File: config.mk
export PLATFORM = sky130hd
export DESIGN_NAME = uart_tx_serializer_flat
export DESIGN_NICKNAME = d
export VERILOG_FILES = /design/src/rtl/uart_tx_serializer_if.sv /design/src/rtl/uart_tx_serializer.sv /design/src/flat_wrapper.sv
export SDC_FILE = /design/constraint.sdc
export NUM_CORES = 1
export LEC_CHECK = 0
export CELL_PAD_IN_SITES_DETAIL_PLACEMENT = 1
export CELL_PAD_IN_SITES_GLOBAL_PLACEMENT = 1
export CORE_UTILIZATION = 41
export DETAILED_ROUTE_END_ITERATION = 10
export MAX_ROUTING_LAYER = met4
export PLACE_DENSITY = 0.84
export SYNTH_ARGS = -nofsm -noshare
export SYNTH_HDL_FRONTEND = slang
export SYNTH_SLANG_ARGS = --single-unit
File: constraint.sdc
create_clock -name clk -period 2.66 [get_ports clk]
set_clock_uncertainty 0.1 [all_clocks]
set_input_delay 0.532 -clock clk [delete_from_list [all_inputs] [get_ports clk]]
set_output_delay 0.532 -clock clk [all_outputs]
set_load 0.05 [all_outputs]
File: src/rtl/uart_tx_serializer_if.sv
// uart_tx_serializer_if: show-ahead TX FIFO read port; master = serializer, slave = FIFO
interface uart_tx_serializer_if;
  logic       fifo_empty;
  logic [7:0] fifo_data;
  logic       fifo_read;
  modport master (input fifo_empty, fifo_data, output fifo_read);
  modport slave (output fifo_empty, fifo_data, input fifo_read);
endinterface

File: src/rtl/uart_tx_serializer.sv
// uart_tx_serializer: pops bytes from a show-ahead FIFO and sends 8N1/8P1/8N2 frames; ports clk, rst (async high), tx_enable, fifo (read port), tx, tx_busy, tx_done
module uart_tx_serializer #(
  parameter int CLKS_PER_BIT = 16,
  parameter int PARITY_EN = 0,
  parameter int PARITY_ODD = 0,
  parameter int STOP_BITS = 1
) (
  input  logic                        clk,
  input  logic                        rst,
  input  logic                        tx_enable,
  uart_tx_serializer_if.master        fifo,
  output logic                        tx,
  output logic                        tx_busy,
  output logic                        tx_done
);
  localparam int CW = $clog2(CLKS_PER_BIT);
  typedef enum logic [2:0] {IDLE, START, DATA, PARITY, STOP} state_t;
  state_t        state_q, state_d;
  logic [CW-1:0] cnt_q, cnt_d;
  logic [2:0]    idx_q, idx_d;
  logic          stop_q, stop_d;
  logic [7:0]    sh_q, sh_d;
  logic          par_q, par_d, tx_q, tx_d, busy_q, busy_d, done_q, done_d;
  logic          last_bit, last_stop, pop;
  assign last_bit = cnt_q == CW'(CLKS_PER_BIT - 1);
  assign last_stop = state_q == STOP && last_bit && stop_q == 1'(STOP_BITS - 1);
  // Pops only from idle or in the very last stop cycle, giving zero-gap back-to-back frames
  assign pop = tx_enable & ~fifo.fifo_empty & (state_q == IDLE | last_stop);
  assign fifo.fifo_read = pop & ~rst;
  assign tx = tx_q;
  assign tx_busy = busy_q;
  assign tx_done = done_q;
  always_comb begin
    state_d = state_q;
    cnt_d = (state_q == IDLE || last_bit) ? '0 : cnt_q + 1'b1;
    idx_d = idx_q;
    stop_d = stop_q;
    sh_d = sh_q;
    par_d = par_q;
    tx_d = tx_q;
    case (state_q)
      START: if (last_bit) begin
        state_d = DATA;
        idx_d = 3'd0;
        tx_d = sh_q[0];
      end
      DATA: if (last_bit) begin
        if (idx_q == 3'd7) begin
          state_d = (PARITY_EN != 0) ? PARITY : STOP;
          tx_d = (PARITY_EN != 0) ? par_q : 1'b1;
          stop_d = 1'b0;
        end else begin
          idx_d = idx_q + 3'd1;
          tx_d = sh_q[idx_d];
        end
      end
      PARITY: if (last_bit) begin
        state_d = STOP;
        stop_d = 1'b0;
        tx_d = 1'b1;
      end
      STOP: if (last_bit) begin
        state_d = (stop_q == 1'(STOP_BITS - 1)) ? IDLE : STOP;
        stop_d = stop_q + 1'b1;
        tx_d = 1'b1;
      end
      default: ;
    endcase
    if (pop) begin
      state_d = START;
      cnt_d = '0;
      sh_d = fifo.fifo_data;
      par_d = ^fifo.fifo_data ^ PARITY_ODD[0];
      tx_d = 1'b0;
    end
    busy_d = state_d != IDLE;
    // Registered pulse: raised one cycle early so it lands in the final stop cycle
    done_d = state_q == STOP && cnt_q == CW'(CLKS_PER_BIT - 2) && stop_q == 1'(STOP_BITS - 1);
  end
  always_ff @(posedge clk or posedge rst) begin
    if (rst) begin
      state_q <= IDLE;
      cnt_q <= '0;
      idx_q <= '0;
      stop_q <= 1'b0;
      sh_q <= '0;
      par_q <= 1'b0;
      tx_q <= 1'b1;
      busy_q <= 1'b0;
      done_q <= 1'b0;
    end else begin
      state_q <= state_d;
      cnt_q <= cnt_d;
      idx_q <= idx_d;
      stop_q <= stop_d;
      sh_q <= sh_d;
      par_q <= par_d;
      tx_q <= tx_d;
      busy_q <= busy_d;
      done_q <= done_d;
    end
  end
endmodule
File: src/flat_wrapper.sv
// flat-port wrapper written by rule: the top's interface ports become plain ports
module uart_tx_serializer_flat 
#(
  parameter int CLKS_PER_BIT = 16,
  parameter int PARITY_EN = 0,
  parameter int PARITY_ODD = 0,
  parameter int STOP_BITS = 1
)
  (clk, rst, tx_enable, tx, tx_busy, tx_done, fifo_fifo_empty, fifo_fifo_data, fifo_fifo_read);
  uart_tx_serializer_if fifo_i ();
  input  logic clk;
  input  logic rst;
  input  logic tx_enable;
  output logic tx;
  output logic tx_busy;
  output logic tx_done;
  input wire logic [$bits(fifo_i.fifo_empty)-1:0] fifo_fifo_empty;
  input wire logic [$bits(fifo_i.fifo_data)-1:0] fifo_fifo_data;
  output wire logic [$bits(fifo_i.fifo_read)-1:0] fifo_fifo_read;
  assign fifo_i.fifo_empty = fifo_fifo_empty;
  assign fifo_i.fifo_data = fifo_fifo_data;
  assign fifo_fifo_read = fifo_i.fifo_read;
  uart_tx_serializer #(.CLKS_PER_BIT(CLKS_PER_BIT), .PARITY_EN(PARITY_EN), .PARITY_ODD(PARITY_ODD), .STOP_BITS(STOP_BITS)) u_core (.clk(clk), .rst(rst), .tx_enable(tx_enable), .fifo(fifo_i), .tx(tx), .tx_busy(tx_busy), .tx_done(tx_done));
endmodule
# Yosys cells after proc, flatten, opt, wreduce, memory -nomap -nowiden
# Cells that the tools add are included.
[word_totals]
regBits = 22
output_inout_bits = 4
[op_classes]
addsub = 3
order_cmp = 1
n_eq_ne = 16
muxes = 27
n_bitwise = 7
reduce_logical = 14
[ops]
columns = ["cell", "count"]
rows = [
  ["3-bit 2-to-1 mux", 10],
  ["3-bit case mux with 4 select lines", 1],
  ["1-bit 2-to-1 mux", 10],
  ["2-bit by 1-bit inequality test with 1-bit output, second input constant", 5],
  ["3-bit by 1-bit inequality test with 1-bit output, second input constant", 3],
  ["4-bit == test, second input constant", 2],
  ["4-bit 2-to-1 mux", 2],
  ["4-bit AND reduction", 2],
  ["3-bit by 2-bit == test with 1-bit output, second input constant", 2],
  ["3-bit == test, second input constant", 2],
  ["1-bit case mux with 3 select lines", 2],
  ["3-bit case mux with 2 select lines", 1],
  ["3-bit nonzero test", 2],
  ["5-bit AND reduction", 1],
  ["4-bit by 1-bit adder with 4-bit output, second input constant", 1],
  ["1-bit logical AND", 4],
  ["3-bit by 4-bit < comparator with 1-bit output, second input constant", 1],
  ["4-bit nonzero test", 1],
  ["3-bit by 1-bit adder with 3-bit output, second input constant", 1],
  ["1-bit AND", 3],
  ["1-bit binary-select mux with 3-bit select", 1],
  ["3-bit by 1-bit == test with 1-bit output, second input constant", 1],
  ["3-bit logical NOT", 1],
  ["1-bit inverter", 3],
  ["other kinds (6)", 6],
]

# Longest topological paths before layout
[logic_depth]
ltp_word = 7
mapped_depth = 6
ltp_nobuf = 6

# Least setup slack after synthesis
# Ideal clock, no wire load.
[synth_timing]
path_type = "register -> output"
from = "reg u_core.cnt_q[0]"
to = "out fifo_fifo_read"
arrival_time_ns = 1.643
t_required_ns = 2.028
path_slack_ns = 0.385
path_stages_with_launch = 7
n_path_buf = 1
cell_sequence = "dfrtp_1 -> ha_1 -> nand3_2 -> o21ai_1 -> and4b_2 -> buf_6 -> and2_1"
[synth_between]
elab_chain_len = 6
[synth_lines]
columns = ["item", "line_no", "rtl"]
rows = [
  ["start, declared", "uart_tx_serializer.sv:19", "logic [CW-1:0] cnt_q, cnt_d;"],
  ["start signal, assigned", "uart_tx_serializer.sv:93", "cnt_q <= cnt_d;"],
  ["4-bit == test", "uart_tx_serializer.sv:25", "assign last_bit = cnt_q == CW'(CLKS_PER_BIT - 1);"],
  ["1-bit logical AND (2 in a row)", "uart_tx_serializer.sv:26", "assign last_stop = state_q == STOP && last_bit && stop_q == 1'(STOP_BITS - 1);"],
  ["1-bit bitwise OR", "uart_tx_serializer.sv:28", "assign pop = tx_enable & ~fifo.fifo_empty & (state_q == IDLE | last_stop);"],
  ["1-bit AND", "uart_tx_serializer.sv:28", ""],
  ["1-bit AND", "uart_tx_serializer.sv:29", "assign fifo.fifo_read = pop & ~rst;"],
  ["end, declared", "flat_wrapper.sv:19", "output wire logic [$bits(fifo_i.fifo_read)-1:0] fifo_fifo_read;"],
]
# Every way passes these cells.

# Worst setup path in the final report
# Ends and elaborated chain as after synthesis.

==> results.sh <==
export IMPL_synthTopCellsByCount="dfrtp_1, mux2_2, nor2_1, o21ai_0, nand2_1"
export IMPL_setup_tns_ns=0
export IMPL_clkSinkCount=22
export IMPL_cts_root_buf="clkbuf_4"
export IMPL_grt_pass1_vias=876
export IMPL_clkTransAtPathRegs_ns=0.13
export IMPL_gp_congestion=0.7777
export IMPL_via_count=822
export IMPL_arrival_ns=1.86
export IMPL_io_buffers=15
export IMPL_clock_latency_ns=0.32
export IMPL_synth_most_common_cell="dfrtp_1"
export IMPL_period_needed_ns=2.495
export IMPL_yosys_mux_area_fraction=0.1349
export IMPL_ys_types=31
export IMPL_synth_edf_count=0
export IMPL_synth_xor_area_share=0.01615
export IMPL_ys_seq_elements=22
export IMPL_crit_chain="ha_1 -> nand3_2 -> o21ai_1 -> and4b_2 -> and2_1 -> buf_12"
export IMPL_leakage_nw=0.5681
export IMPL_drive_above_1_share=0.2035
export IMPL_rsz0062_at_grt="no"
export IMPL_vdd_ir_drop_max_v=0.0005913
export IMPL_p_per_area_mw_per_mm2=863.3
export IMPL_synth_adder_area_share=0.04614
export IMPL_htreeDepth=1
export IMPL_grt_total_usage=0.2230
export IMPL_cts_buffers=3
export IMPL_dp_hpwl_mm=1.892
export IMPL_final_nets=130
export IMPL_die_w_um=53.44
export IMPL_io_pins=16
export IMPL_fin_crit_sh=0.9381
export IMPL_hold_viol_final=0
export IMPL_cp_required_ns=2.03
export IMPL_worstSetupEndpointType="output pin"
export IMPL_start_util=0.4379
export IMPL_core_area_sq_mm=0.002477
export IMPL_ys_seq_area_frac=0.5087
export IMPL_synth_main_ff_cell="dfrtp_1"
export IMPL_worst_pin_slew_ns=0.4887
export IMPL_yosys_top_cells_area="dfrtp_1, mux2_2, ha_1, mux4_2, o21ai_0"
export IMPL_synth_top_area_cell="dfrtp_1"
export IMPL_max_freq_ghz=0.4007
export IMPL_areaGrowthSynthToFinish_pct=21.34
export IMPL_fillers=272
export IMPL_synth_compound_area_frac=0.1027
export IMPL_drv_slew=0
export IMPL_max_stage_delay_ns=0.42
export IMPL_syn_nets=109
export IMPL_multiInputGateArea_sq_um=503.0
export IMPL_hold_class="flop to flop"
export IMPL_netlist_area_leader_share=0.4844
export IMPL_finalPower_mw=1.136
export IMPL_grt_max_degree=23
export IMPL_wirelength_mm=2.504
export IMPL_overflow=0
export IMPL_num_rows=18
export IMPL_synthCells=93
export IMPL_slowest_stage="dfrtp_1"
export IMPL_ant_nets=0
export IMPL_diodes=0
export IMPL_die_y_um=53.44
export IMPL_clk_path_buf_depth=2
export IMPL_seq_area_sq_um=551.8
export IMPL_wl_per_cell_um=17.51
export IMPL_critical_path_class="flop to output pin"
export IMPL_syn_area_sq_mm=0.001085
export IMPL_antenna_found_initial=0
export IMPL_die_area_sq_mm=0.002855
export IMPL_grt_pass1_wl_mm=4.236
export IMPL_cts_tree="yes"
export IMPL_synthArstFlopShare=1.000
export IMPL_vias_per_cell=5.748
export IMPL_slew_headroom=0.6731
export IMPL_drt_iter0_drc=10
export IMPL_setup_viol=0
export IMPL_detail_route_first_pass_iterations=4
export IMPL_route_detailed_drc=0
export IMPL_drv_cap=0
export IMPL_synth_top_family_by_area="simple AND/OR/NAND/NOR gates"
export IMPL_syn_avg_cell_area_sq_um=11.66
export IMPL_startpoint_type="flop"
export IMPL_synth_simple_area_share=0.1638
export IMPL_yosys_warnings=0
export IMPL_cp_max_fo=5
export IMPL_outcome="completed"
## flip-flops by register name, summed over array words and instances (netlist names)
register and flops:
u_core.sh_q 8, u_core.tx_busy 1, u_core.idx_q 3, u_core.stop_q 1, u_core.tx 1, u_core.cnt_q 4
u_core.tx_done 1, u_core.state_q 3
## stage by stage
stage | hold slack, ns | instances | instance area (sq um) | setup slack (ns) | utilization
finish | 0.4149 | 143 | 1316 | 0.1646 | 0.5313
global route | 0.4540 | 143 | 1316 | 0.04806 | 0.5313
CTS | 0.4175 | 143 | 1316 | 0.1538 | 0.5313
detailed placement | 0.3854 | 138 | 1282 | 0.2629 | 0.5177
global placement | 0.3664 | 138 | 1282 | 0.2893 | 0.5177
floorplan | 0.3516 | 93 | 1085 | 0.3852 | -
## timing repair
item                       CTS  global route
setup endpoints to repair    1             0
gates resized for setup      0             0
hold buffers                 0             0
setup buffers                1             0
## area by class of cell
type	count	share of cell area
sequential	22	0.4192
clock buffer	4	0.01996
tap	30	0.02852
timing repair buffer	18	0.1388
multi-input combinational	65	0.3821
inverter	4	0.01141
## worst paths after layout
path                                              from                   endpoint  slack (ns)  cells after the start
setup reg to reg           u_core.idx_q[0]$_DFFE_PP0P_      u_core.tx$_DFFE_PP1P_        0.60                      5
hold reg to reg              u_core.cnt_q[0]$_DFF_PP0_  u_core.cnt_q[0]$_DFF_PP0_        0.41                      1
max in group asynchronous                          rst      u_core.tx$_DFFE_PP1P_        1.73                      3
hold / removal               u_core.cnt_q[0]$_DFF_PP0_  u_core.cnt_q[0]$_DFF_PP0_        0.41                      1
setup / recovery             u_core.cnt_q[0]$_DFF_PP0_             fifo_fifo_read        0.16                      6
min in group asynchronous                          rst  u_core.cnt_q[0]$_DFF_PP0_        0.45                      3
## cell families after synthesis
logic type,count (synthesis)
buffers and inverters,6
AND/OR/NAND/NOR,31
AO/OA/AOI/OAI,17
adder cells (fa/ha/maj),4
flip-flops,22
XOR/XNOR,2
multiplexers,11
## critical path, delay by kind of cell, from the launching register on
family                     cells  cell delay, ns
AOI/OAI and AO/OA              1            0.15
DFF                            1            0.42
adders and majority gates      1            0.26
and+or+nand+nor                3            0.58
buffers and inverters          1            0.14
## where the power goes
| group | leakage, nW | internal [mW] | total (mW) | switching (mW) |
|---|---|---|---|---|
| Clock | 0.0150 | 0.0588 | 0.166 | 0.107 |
| Combinational | 0.280 | 0.195 | 0.414 | 0.219 |
| Sequential | 0.273 | 0.453 | 0.556 | 0.103 |
## per-layer routing
layer,up-vias,global-route usage,share of wire
met3,8,0.03448,0.028
met4,0,0.1184,0.030
met2,21,0.3521,0.51
met1,415,0.2726,0.43
li1,378,-,-
met5,-,-,0
## cell usage in the layout (no fill, tap or decap), types with 2 or more instances in the layout
cell type / netlist / final
nor2_1: 7 / 7
and2_1: 2 / 2
ha_1: 4 / 4
inv_1: 4 / 4
clkbuf_4: 0 / 3
xor2_1: 2 / 2
nand2b_1: 2 / 2
nand3_1: 2 / 2
a22oi_1: 3 / 3
buf_4: 0 / 3
nand2_1: 6 / 6
nor4_1: 2 / 2
dfrtp_1: 21 / 21
clkdlybuf4s50_1: 0 / 14
mux2_2: 9 / 9
o21ai_0: 7 / 7
nor3_1: 2 / 2
nand4b_1: 2 / 2
mux4_2: 2 / 2
a21o_1: 2 / 2
Note: power is estimated with default switching activity, not from simulation.
